`config.mk`:
```
export PLATFORM = sky130hd
export DESIGN_NAME = alu_multicycle
export DESIGN_NICKNAME = d
export VERILOG_FILES = /design/src/rtl/control_signals.sv /design/src/rtl/alu_bcd_digit.sv /design/src/rtl/alu_multicycle.sv
export SDC_FILE = /design/constraint.sdc
export NUM_CORES = 1
export LEC_CHECK = 0
export CAP_MARGIN = 0
export CORE_ASPECT_RATIO = 0.6
export CORE_UTILIZATION = 45
export DETAILED_ROUTE_END_ITERATION = 6
export PLACE_DENSITY_LB_ADDON = 0.12
export SLEW_MARGIN = 20
export SYNTH_ARGS = -nofsm -noshare
export SYNTH_HDL_FRONTEND = slang
export SYNTH_SLANG_ARGS = --single-unit
```
`constraint.sdc`:
```
create_clock -name clk -period 4.6 [get_ports clk]
set_clock_uncertainty 0.1 [all_clocks]
set_input_delay 0.92 -clock clk [delete_from_list [all_inputs] [get_ports clk]]
set_output_delay 0.92 -clock clk [all_outputs]
set_load 0.01 [all_outputs]
```
`src/rtl/control_signals.sv`:
```
// -----------------------------------------------------------------------------
// control_signals
//   Shared definitions for the multi-cycle ALU and its control FSM.
//   - alu_op_t      : operation select driven by the control FSM
//   - alu_state_t   : ALU sequencer states
//   - BCD_DIGIT_MAX : largest valid decimal digit, used for the BCD carry
//                     decision and for the 9's complement of operand B
// -----------------------------------------------------------------------------
package control_signals;

  typedef enum logic [2:0] {
    OP_ADD         = 3'd0,
    OP_AND         = 3'd1,
    OP_OR          = 3'd2,
    OP_XOR         = 3'd3,
    OP_SHIFT_LEFT  = 3'd4,
    OP_SHIFT_RIGHT = 3'd5
  } alu_op_t;

  typedef enum logic {
    ST_IDLE = 1'b0,
    ST_RUN  = 1'b1
  } alu_state_t;

  localparam logic [3:0] BCD_DIGIT_MAX = 4'd9;

endpackage

```
`src/rtl/alu_bcd_digit.sv`:
```
// -----------------------------------------------------------------------------
// alu_bcd_digit
//   Combinational single-digit decimal adder.
//   Ports:
//     a, b    : 4-bit digits
//     cin     : incoming decimal carry
//     invert  : use the 9's complement of b (decimal subtract)
//     digit   : resulting 4-bit digit
//     cout    : outgoing decimal carry
//   Non-BCD inputs are not flagged; they simply follow the same
//   "sum above 9 -> add 6 and carry" rule.
// -----------------------------------------------------------------------------
module alu_bcd_digit
  import control_signals::*;
(
  input  logic [3:0] a,
  input  logic [3:0] b,
  input  logic       cin,
  input  logic       invert,
  output logic [3:0] digit,
  output logic       cout
);

  logic [3:0] b_eff;
  logic [4:0] sum;

  always_comb begin
    // 9 - b wraps modulo 16 for non-BCD b; the result stays deterministic.
    b_eff = invert ? (BCD_DIGIT_MAX - b) : b;
    sum   = {1'b0, a} + {1'b0, b_eff} + {4'b0000, cin};
    if (sum > {1'b0, BCD_DIGIT_MAX}) begin
      digit = sum[3:0] + 4'd6;
      cout  = 1'b1;
    end else begin
      digit = sum[3:0];
      cout  = 1'b0;
    end
  end

endmodule

```
`src/rtl/alu_multicycle.sv`:
```
// -----------------------------------------------------------------------------
// alu_multicycle
//   Parametrised multi-cycle ALU with registered result/flags and a
//   start/busy/done handshake.
//   Ports:
//     clk, rst_n      : clock, asynchronous active-low reset
//     start           : request, accepted only while busy is low
//     flush           : synchronous abort back to IDLE, no done pulse
//     operation       : ADD / AND / OR / XOR / SHIFT_LEFT / SHIFT_RIGHT
//     decimal_mode    : BCD arithmetic for ADD
//     invert_b        : complement B for ADD (~B binary, 9's complement BCD)
//     carry_in        : carry for ADD, first shift-in bit for shifts
//     input_a/input_b : operands
//     shift_amount    : shift steps, saturated to WIDTH
//     busy, done      : handshake outputs (done is a one-cycle pulse)
//     alu_out         : registered result
//     carry_out, overflow_out, zero_out, negative_out : registered flags
//
//   Every step (shift bit or BCD digit) happens on a clock edge, the first one
//   on the accept edge itself, so an L-step operation completes L-1 edges
//   after acceptance. Operations with L=1 never leave IDLE.
// -----------------------------------------------------------------------------
module alu_multicycle
  import control_signals::*;
#(
  parameter int WIDTH   = 8,
  parameter int SHAMT_W = $clog2(WIDTH) + 1
) (
  input  logic               clk,
  input  logic               rst_n,
  input  logic               start,
  input  logic               flush,
  input  alu_op_t            operation,
  input  logic               decimal_mode,
  input  logic               invert_b,
  input  logic               carry_in,
  input  logic [WIDTH-1:0]   input_a,
  input  logic [WIDTH-1:0]   input_b,
  input  logic [SHAMT_W-1:0] shift_amount,
  output logic               busy,
  output logic               done,
  output logic [WIDTH-1:0]   alu_out,
  output logic               carry_out,
  output logic               overflow_out,
  output logic               zero_out,
  output logic               negative_out
);

  localparam logic [SHAMT_W-1:0] WIDTH_S  = SHAMT_W'(WIDTH);
  localparam logic [SHAMT_W-1:0] DIGITS_S = SHAMT_W'(WIDTH / 4);
  localparam logic [SHAMT_W-1:0] ONE_S    = SHAMT_W'(1);

  // Sequencer and working registers
  alu_state_t         state_q, state_d;
  alu_op_t            op_q, op_d;
  logic               inv_q, inv_d;
  logic [WIDTH-1:0]   a_q, a_d;       // remaining BCD digits of A
  logic [WIDTH-1:0]   b_q, b_d;       // remaining BCD digits of B
  logic [WIDTH-1:0]   r_q, r_d;       // working result
  logic               c_q, c_d;       // working carry
  logic [SHAMT_W-1:0] cnt_q, cnt_d;   // steps already taken
  logic [SHAMT_W-1:0] lat_q, lat_d;   // total steps of the running op

  // Architectural outputs
  logic               done_q, done_d;
  logic [WIDTH-1:0]   res_q, res_d;
  logic               cf_q, cf_d;
  logic               vf_q, vf_d;
  logic               zf_q, zf_d;
  logic               nf_q, nf_d;

  // ---------------------------------------------------------------------------
  // Step source: fresh inputs on the accept edge, working registers in RUN.
  // ---------------------------------------------------------------------------
  alu_op_t          src_op;
  logic [WIDTH-1:0] src_a, src_b, src_r;
  logic             src_c, src_inv;

  always_comb begin
    if (state_q == ST_IDLE) begin
      src_op  = operation;
      src_a   = input_a;
      src_b   = input_b;
      src_r   = input_a;
      src_c   = carry_in;
      src_inv = invert_b;
    end else begin
      src_op  = op_q;
      src_a   = a_q;
      src_b   = b_q;
      src_r   = r_q;
      src_c   = c_q;
      src_inv = inv_q;
    end
  end

  logic [3:0] bcd_digit;
  logic       bcd_cout;

  alu_bcd_digit u_bcd_digit (
    .a      (src_a[3:0]),
    .b      (src_b[3:0]),
    .cin    (src_c),
    .invert (src_inv),
    .digit  (bcd_digit),
    .cout   (bcd_cout)
  );

  // One step of the running op. Only shifts and decimal ADD ever take more
  // than one step, so the default arm is the decimal digit step: the new
  // digit enters at the top and earlier digits move down towards bit 0.
  logic [WIDTH-1:0] step_r;
  logic             step_c;

  always_comb begin
    step_r = src_r;
    step_c = src_c;
    case (src_op)
      OP_SHIFT_LEFT: begin
        step_r = {src_r[WIDTH-2:0], src_c};
        step_c = src_r[WIDTH-1];
      end
      OP_SHIFT_RIGHT: begin
        step_r = {src_c, src_r[WIDTH-1:1]};
        step_c = src_r[0];
      end
      default: begin
        step_r = (src_r >> 4) | (WIDTH'(bcd_digit) << (WIDTH - 4));
        step_c = bcd_cout;
      end
    endcase
  end

  // ---------------------------------------------------------------------------
  // Single-step results and latency of the requested operation.
  // ---------------------------------------------------------------------------
  logic [WIDTH-1:0]   bin_b;
  logic [WIDTH:0]     bin_sum;
  logic               bin_v;
  logic [SHAMT_W-1:0] amt_sat;
  logic [SHAMT_W-1:0] lat_in;
  logic [WIDTH-1:0]   one_r;
  logic               one_c, one_v;
  logic               is_shift;

  always_comb begin
    bin_b    = invert_b ? ~input_b : input_b;
    bin_sum  = {1'b0, input_a} + {1'b0, bin_b} + {{WIDTH{1'b0}}, carry_in};
    bin_v    = (input_a[WIDTH-1] == bin_b[WIDTH-1]) &&
               (bin_sum[WIDTH-1] != input_a[WIDTH-1]);
    amt_sat  = (shift_amount > WIDTH_S) ? WIDTH_S : shift_amount;
    is_shift = (operation == OP_SHIFT_LEFT) || (operation == OP_SHIFT_RIGHT);

    if (is_shift) begin
      lat_in = (amt_sat == '0) ? ONE_S : amt_sat;
    end else if ((operation == OP_ADD) && decimal_mode) begin
      lat_in = DIGITS_S;
    end else begin
      lat_in = ONE_S;
    end

    one_r = input_a;
    one_c = carry_in;
    one_v = 1'b0;
    case (operation)
      OP_ADD: begin
        if (decimal_mode) begin
          one_r = step_r;
          one_c = step_c;
        end else begin
          one_r = bin_sum[WIDTH-1:0];
          one_c = bin_sum[WIDTH];
          one_v = bin_v;
        end
      end
      OP_AND: one_r = input_a & input_b;
      OP_OR:  one_r = input_a | input_b;
      OP_XOR: one_r = input_a ^ input_b;
      OP_SHIFT_LEFT, OP_SHIFT_RIGHT: begin
        if (amt_sat != '0) begin
          one_r = step_r;
          one_c = step_c;
        end
      end
      default: ;
    endcase
  end

  // ---------------------------------------------------------------------------
  // FSM next state
  // ---------------------------------------------------------------------------
  logic             commit_en;
  logic [WIDTH-1:0] commit_r;
  logic             commit_c, commit_v;

  always_comb begin
    state_d   = state_q;
    op_d      = op_q;
    inv_d     = inv_q;
    a_d       = a_q;
    b_d       = b_q;
    r_d       = r_q;
    c_d       = c_q;
    cnt_d     = cnt_q;
    lat_d     = lat_q;
    done_d    = 1'b0;
    res_d     = res_q;
    cf_d      = cf_q;
    vf_d      = vf_q;
    zf_d      = zf_q;
    nf_d      = nf_q;
    commit_en = 1'b0;
    commit_r  = step_r;
    commit_c  = step_c;
    commit_v  = 1'b0;

    if (flush) begin
      state_d = ST_IDLE;
    end else begin
      case (state_q)
        ST_IDLE: begin
          if (start) begin
            op_d  = operation;
            inv_d = invert_b;
            a_d   = src_a >> 4;
            b_d   = src_b >> 4;
            r_d   = step_r;
            c_d   = step_c;
            lat_d = lat_in;
            cnt_d = ONE_S;
            if (lat_in == ONE_S) begin
              commit_en = 1'b1;
              commit_r  = one_r;
              commit_c  = one_c;
              commit_v  = one_v;
            end else begin
              state_d = ST_RUN;
            end
          end
        end
        ST_RUN: begin
          a_d = src_a >> 4;
          b_d = src_b >> 4;
          r_d = step_r;
          c_d = step_c;
          if (cnt_q == lat_q - ONE_S) begin
            commit_en = 1'b1;
            state_d   = ST_IDLE;
          end else begin
            cnt_d = cnt_q + ONE_S;
          end
        end
        default: state_d = ST_IDLE;
      endcase
    end

    if (commit_en) begin
      done_d = 1'b1;
      res_d  = commit_r;
      cf_d   = commit_c;
      vf_d   = commit_v;
      zf_d   = (commit_r == '0);
      nf_d   = commit_r[WIDTH-1];
    end
  end

  // ---------------------------------------------------------------------------
  // State registers
  // ---------------------------------------------------------------------------
  always_ff @(posedge clk or negedge rst_n) begin
    if (!rst_n) begin
      state_q <= ST_IDLE;
      op_q    <= OP_ADD;
      inv_q   <= 1'b0;
      a_q     <= '0;
      b_q     <= '0;
      r_q     <= '0;
      c_q     <= 1'b0;
      cnt_q   <= '0;
      lat_q   <= '0;
      done_q  <= 1'b0;
      res_q   <= '0;
      cf_q    <= 1'b0;
      vf_q    <= 1'b0;
      zf_q    <= 1'b0;
      nf_q    <= 1'b0;
    end else begin
      state_q <= state_d;
      op_q    <= op_d;
      inv_q   <= inv_d;
      a_q     <= a_d;
      b_q     <= b_d;
      r_q     <= r_d;
      c_q     <= c_d;
      cnt_q   <= cnt_d;
      lat_q   <= lat_d;
      done_q  <= done_d;
      res_q   <= res_d;
      cf_q    <= cf_d;
      vf_q    <= vf_d;
      zf_q    <= zf_d;
      nf_q    <= nf_d;
    end
  end

  assign busy         = (state_q == ST_RUN);
  assign done         = done_q;
  assign alu_out      = res_q;
  assign carry_out    = cf_q;
  assign overflow_out = vf_q;
  assign zero_out     = zf_q;
  assign negative_out = nf_q;

endmodule

```
Word-level counts from Yosys, hierarchy flattened --
Cells that the tools add are included.
Operators by class: equal/unequal tests 13, mux-type cells 58, magnitude comparators 2, reductions and logical operators 11, add/sub/neg operators 8, bitwise operators 7
Operators with widths (count):
- 2-to-1 mux 8 bit | 13
- one-hot mux 8 bit (2 select lines) | 4
- one-hot mux 8 bit (5 select lines) | 1
- 2-to-1 mux 4 bit | 7
- 2-to-1 mux 1 bit | 25
- == test 3 bit, second input constant | 4
- one-hot mux 1 bit (2 select lines) | 5
- adder 8 x 8 -> 9 bit | 1
- adder 9 x 1 -> 9 bit | 1
- bitwise AND 8 bit | 1
- logical NOT 8 bit | 1
- NOT 8 bit | 1
- OR 4 x 8 -> 8 bit | 1
- OR 8 bit | 1
- one-hot mux 4 bit (2 select lines) | 1
- XOR 8 bit | 1
- == test 3 x 2 -> 1 bit, second input constant | 2
- AND reduction 3 bit | 2
- adder 4 x 4 -> 5 bit | 1
- adder 5 x 1 -> 5 bit | 1
- > comparator 5 x 4 -> 1 bit, second input constant | 1
- adder 4 x 1 -> 4 bit, second input constant | 1
- adder 4 x 3 -> 4 bit, second input constant | 1
- == test 4 x 1 -> 1 bit, second input constant | 1
- 18 further kinds | 21
Word-level totals: bits of input ports 30, word-level logic and storage cells 114, output and inout port bits 14, register bits after elaboration 51

Longest topological paths before layout --
depth after elaboration 16, mapped depth 18, mapped depth without buffers 15

Modules after synthesis --
From an unflattened synthesis, not the netlist that was laid out.
Second synthesis, totals: cells, all modules 437, area total of the unflattened synthesis 3728.6 µm²
Modules (own cells, without submodules):
- alu_multicycle | instances 1, area each 3450.8 µm², cells an instance 402, sequential area each 1051.0 µm²
- alu_bcd_digit | instances 1, area each 277.8 µm², cells an instance 35, sequential area each 0.0 µm²

Worst setup path after synthesis --
No wires, ideal clock.
path kind flip-flop to flip-flop, start point reg state_q, in the netlist busy, end point reg zf_q, in the netlist zero_out, buffers on the path 4, data required time 4.408 ns, clock period less this slack 4.525 ns, setup slack 0.075 ns, setup time 0.092 ns, stages on the path, launching flop included 18, arrival 4.333 ns, cells stage by stage dfrtp_1 > buf_2 > clkbuf_1 > clkbuf_1 > clkbuf_1 > mux2i_1 > fa_1 > inv_1 > fa_1 > xnor2_1 > ha_1 > nand2_1 > o21ai_0 > o21ai_1 > mux2_2 > o311ai_1 > or4_1 > o31ai_2
On the way: word-level cells in the longest chain between the ends 16, elaborated cells on any way between the ends 28, those cells by class add/sub: 4; order compare: 1; eq/ne: 2; mux: 18; bitwise: 2; reduce/logical: 1
Ends and longest elaborated chain:
- start, declared | RTL line alu_multicycle.sv:54 | alu_state_t state_q, state_d;
- start signal, assigned | RTL line alu_multicycle.sv:288 | state_q <= state_d;
- 2-to-1 mux 8 bit | RTL line alu_multicycle.sv:80 | if (state_q == ST_IDLE) begin
- subtractor 4 bit | RTL line alu_bcd_digit.sv:29 | b_eff = invert ? (BCD_DIGIT_MAX - b) : b;
- 2-to-1 mux 4 bit | RTL line alu_bcd_digit.sv:29
- adder 4 x 4 -> 5 bit | RTL line alu_bcd_digit.sv:30 | sum = {1'b0, a} + {1'b0, b_eff} + {4'b0000, cin};
- adder 5 x 1 -> 5 bit | RTL line alu_bcd_digit.sv:30
- adder 4 x 3 -> 4 bit or > comparator 5 x 4 -> 1 bit (tied branches) | RTL line alu_bcd_digit.sv:32, alu_bcd_digit.sv:31
- 2-to-1 mux 4 bit | RTL line alu_bcd_digit.sv:31 | if (sum > {1'b0, BCD_DIGIT_MAX}) begin
- OR 4 x 8 -> 8 bit | RTL line alu_multicycle.sv:128 | step_r = (src_r >> 4) | (WIDTH'(bcd_digit) << (WIDTH - 4));
- one-hot mux 8 bit (2 select lines) | RTL line alu_multicycle.sv:118 | case (src_op)
- 2-to-1 mux 8 bit (on tied branches) | RTL line alu_multicycle.sv:180, alu_multicycle.sv:167
- one-hot mux 8 bit (5 select lines) | RTL line alu_multicycle.sv:165 | case (operation)
- 2-to-1 mux 8 bit | RTL line alu_multicycle.sv:231 | if (lat_in == ONE_S) begin
- 2-to-1 mux 8 bit | RTL line alu_multicycle.sv:222 | if (start) begin
- 2-to-1 mux 8 bit | RTL line alu_multicycle.sv:220 | case (state_q)
- 2-to-1 mux 8 bit | RTL line alu_multicycle.sv:217 | if (flush) begin
- logical NOT 8 bit | RTL line alu_multicycle.sv:262 | zf_d = (commit_r == '0);
- end signal, assigned | RTL line alu_multicycle.sv:301 | zf_q <= zf_d;
- end, declared | RTL line alu_multicycle.sv:69 | logic zf_q, zf_d;
Parallel ways exist; a longest one is shown, timed or not. A chain may end at the register's enable or synchronous reset.

Final worst setup path --
start point in input_b[0], end point reg zf_q, in the netlist zero_out
On the way: word-level cells in the longest chain between the ends 16, elaborated cells on any way between the ends 25, those cells by class add/sub: 6; order compare: 1; mux: 12; bitwise: 5; reduce/logical: 1
Ends and longest elaborated chain:
- start, declared | RTL line alu_multicycle.sv:38 | input logic [WIDTH-1:0] input_b,
- 2-to-1 mux 8 bit | RTL line alu_multicycle.sv:80
- subtractor 4 bit | RTL line alu_bcd_digit.sv:29
- 2-to-1 mux 4 bit | RTL line alu_bcd_digit.sv:29
- adder 4 x 4 -> 5 bit | RTL line alu_bcd_digit.sv:30
- adder 5 x 1 -> 5 bit | RTL line alu_bcd_digit.sv:30
- adder 4 x 3 -> 4 bit or > comparator 5 x 4 -> 1 bit (tied branches) | RTL line alu_bcd_digit.sv:32, alu_bcd_digit.sv:31
- 2-to-1 mux 4 bit | RTL line alu_bcd_digit.sv:31
- OR 4 x 8 -> 8 bit | RTL line alu_multicycle.sv:128
- one-hot mux 8 bit (2 select lines) | RTL line alu_multicycle.sv:118
- 2-to-1 mux 8 bit (on tied branches) | RTL line alu_multicycle.sv:180, alu_multicycle.sv:167
- one-hot mux 8 bit (5 select lines) | RTL line alu_multicycle.sv:165
- 2-to-1 mux 8 bit | RTL line alu_multicycle.sv:231
- 2-to-1 mux 8 bit | RTL line alu_multicycle.sv:222
- 2-to-1 mux 8 bit | RTL line alu_multicycle.sv:220
- 2-to-1 mux 8 bit (*) | RTL line alu_multicycle.sv:217
- logical NOT 8 bit (*) | RTL line alu_multicycle.sv:262
Every way passes the cells marked *; elsewhere a longest branch is shown, timed or not.

==> metrics.md <==
| Metric | Value |
|---|---|
| Status | completed |
| Power after layout | 1.56 mW |
| Period utilisation layout | 93.9% |
| Fillers | 720 |
| Simple-gate share of the synthesized area | 16.0% |
| Post-route antenna net violation count | 0 |
| Top cell type's share of synthesized area | 28.8% |
| Antenna cells | 0 |
| Layout net count | 544 |
| Postcts setup bufs | 0 |
| Cell taking the most area after synthesis | dfrtp_1 |
| Most used routing layer | met1 |
| Port bufs | 43 |
| Slew @ Worst Pin | 921 ps |
| Worst slack at placement | -80.6 ps |
| Fin crit period | 4320 ps |
| Final core utilization | 56.6% |
| Worst reg-to-reg path cell count | 14 |
| Synthesized area per cell | 8.56 sq um |
| Dpl hpwl | 8.62 mm |
| WL final | 11.2 mm |
| DIE AREA | 8480 sq um |
| Met1 Track Usage GR | 43.9% |
| TritonCTS clock tree | yes |
| Post-synth EDFFs | 0 |
| Synthesis-to-finish area growth | 21.9% |
| Row cnt | 25 |
| CTS clock-pin slew for the worst setup and hold paths | 60 ps |
| Clk sinks | 42 |
| Post-synthesis compound-gate area fraction | 20.0% |
| FF+latch area | 1050 sq um |
| Tot GR Track Use | 28.1% |
| Setup violators final | 0 |
| Antenna violations before repair | 0 |
| Syn_nets | 490 |
| Max Slew Vio Count | 0 |
| Final hold violations | 0 |
| PwrDens | 351 nW/um^2 |
| Layout cells sized above 1 | 10.6% |
| Core Box Area | 7850 sq um |
| Max VDD drop | 161 uV |
| Vias/cell | 5.70 |
| Crit Path Category | primary input to flop |
| Slowest stage delay, CP | 530 ps |
| Hold path cells | 2 |
| # Max-Cap Violations | 0 |
| Die X | 118 um |
| Largest net degree at the start of global routing | 43 |
| Synth Warn # | 0 |
| CP cell instances | clkdlybuf4s50_1 > xnor2_1 > mux2_2 > fa_1 > inv_1 > fa_1 > inv_1 > ha_1 > nand2_1 > o21ai_0 > o21ai_1 > mux2_2 > o311ai_1 > or4_1 > o31ai_2 |
| Synth Cell Area | 3650 sq um |
| Final Non-Filler Cells | 589 |
| Count leader, synth | nand2_1 |
| DRC violations left | 0 |
| Commonest cells in the synthesized netlist | nand2_1 (53), dfrtp_1 (42), nor2_1 (39), o21ai_0 (35), ha_1 (30) |
| Crit path setup slack, layout | 281 ps |
| FF+latch count, synth | 42 |
| Initial Util | 46.5% |
| Most common flop cell mapped by yosys | dfrtp_1 |
| LEAKAGE | 1.94 nW |
| Mux share of post-synthesis cell area | 11.1% |
| Area of the multi-input gates | 2410 sq um |
| Clk root buf | clkbuf_16 |
| Placed cell count | 581 |
| First-pass GRT wire length | 18.0 mm |
| Vias in the first global route | 3194 |
| Hold Crit Class | flop to flop |
| Grt met3 use | 5.10% |
| TritonCTS buffer count | 5 |
| Sequential-to-total area share from yosys stat | 28.8% |
| Die Y | 71.7 um |
| Post-synthesis xor/xnor area fraction | 6.24% |
| Crit-path max FO | 3 |
| Crit end category | flop |
| DR pass1 iterations | 5 |
| Synth top area cells | dfrtp_1 (29%), ha_1 (10%), mux2i_1 (5.5%), nand2_1 (5.5%), o21ai_0 (4.8%) |
| GR Layer Usage met2 | 40.3% |
| Post-synthesis cell type count | 56 |
| Mapped Cells | 426 |
| Latest clock arrival within the worst-skew pair | 290 ps |
| Unrepaired setup endpoints after global routing | no |
| DR vias | 3359 |
| Max Clk Rate | 232 MHz |
| Critical-path top delay cell | or4_1 |
| Initial DRC count | 272 |
| Routed WL per cell | 19.0 um |
| Clock Path Buffers | 2 |
| Crit path DAT | 4420 ps |
| CP Launch Type | primary input |
| Async SR Flop Fraction | 100% |
| CTS H-Tree Depth | 2 |
| IO Count | 44 |
| Routability-driven placement congestion ratio | 0.997 |
| Post-Synth Adder-Cell Area | 12.5% |
| Slew HR | 38.0% |
| Largest family of logic cells by synthesized area | compound AO/OA/AOI/OAI gates |
| GRT Residual Overflow | 0 |
| Worst path required time | 4700 ps |
| Hold Slack | 378 ps |
==> final timing paths <==
kind / start / end / slack, ps
setup reg to reg: busy / zero_out / 550
hold / removal: op_q[2] / op_q[2] / 380
min in group asynchronous: rst_n / alu_out[1] / 520
max in group asynchronous: rst_n / a_q[3] / 3490
setup / recovery: input_b[0] / zero_out / 280
hold reg to reg: op_q[2] / op_q[2] / 380
==> state kept, by name (all words and copies together), names as in the netlist <==
| register | count |
|---|---|
| a_q | 4 |
| inv_q | 1 |
| b_q | 4 |
| c_q | 1 |
| op_q | 3 |
| carry_out | 1 |
| zero_out | 1 |
| busy | 1 |
| cnt_q | 4 |
| r_q | 8 |
| overflow_out | 1 |
| alu_out | 8 |
| lat_q | 4 |
| done | 1 |
==> layer usage <==
| layer | vias to the layer above | share of wire, % | routed length [um] |
|---|---|---|---|
| met5 | - | 0 | 0 |
| met4 | 0 | 0.85 | 95 |
| met3 | 9 | 8.5 | 947 |
| met2 | 127 | 41 | 4590 |
| met1 | 1611 | 50 | 5530 |
| li1 | 1612 | - | - |
==> report_power, final <==
| part | internal, mW | switching, mW | leakage (nW) |
|---|---|---|---|
| clock network | 0.219 | 0.160 | 0.0745 |
| logic | 0.317 | 0.345 | 1.35 |
| registers | 0.449 | 0.0708 | 0.518 |
==> placed cells by master, fill, tap and decap left out, drive strengths merged, types with 3 or more instances in the layout <==
master,Yosys,final
nand2,53,53
dfrtp,42,42
clkdlybuf4s50,0,42
o21ai,41,41
nor2,40,40
ha,30,30
inv,27,28
buf,8,23
mux2i,21,21
a21oi,20,20
xnor2,16,16
mux2,11,11
xor2,10,10
nand2b,9,9
a211oi,9,9
clkbuf,10,7
o21a,6,6
o22a,6,6
nor3,4,4
o22ai,4,4
nor2b,4,4
fa,4,4
a21o,3,3
nand3,3,3
o211ai,3,3
a22oi,3,3
mux4,3,3
or3b,3,3
or3,3,3
o31ai,3,3
==> area by class of cell <==
class	instances	area share [%]
repair buffers	65	13.3
multi-input cells	337	54.1
well taps	108	3.04
inverters	29	2.45
clock inverters	1	0.197
clock buffers	7	3.21
flip-flops and latches	42	23.6
==> timing repair <==
| item | 4_1_cts | 5_1_grt |
|---|---|---|
| hold buffers | 0 | 0 |
| resized for setup | 0 | 1 |
| setup endpoints to repair | 0 | 1 |
| endpoints found under the hold margin | 0 | 0 |
==> worst max-delay path, delay by kind of cell <==
family	cells	cell delay, ps
xor gates and xnor gates	1	180
AOI/OAI and AO/OA	4	510
buffers and inverters	3	640
and+or+nand+nor	2	580
muxes	2	560
adders and majority gates	3	1010
==> logic make-up (layout without fill, tap and decap cells) <==
group,Yosys count,after routing
adders and majority gates,34,34
and+or+nand+nor,128,128
muxes,35,35
DFF,42,42
xor gates and xnor gates,26,26
AOI/OAI and AO/OA,114,114
buffers and inverters,47,102
==> per-stage QoR <==
stage / cell area [sq um] / TNS, ps
floorplan: 3650 / 0
global placement: 4290 / 0
global route: 4450 / 0
detailed placement: 4290 / -80.6
CTS: 4440 / 0
finish: 4450 / 0
(Power assumes the default switching activity.)
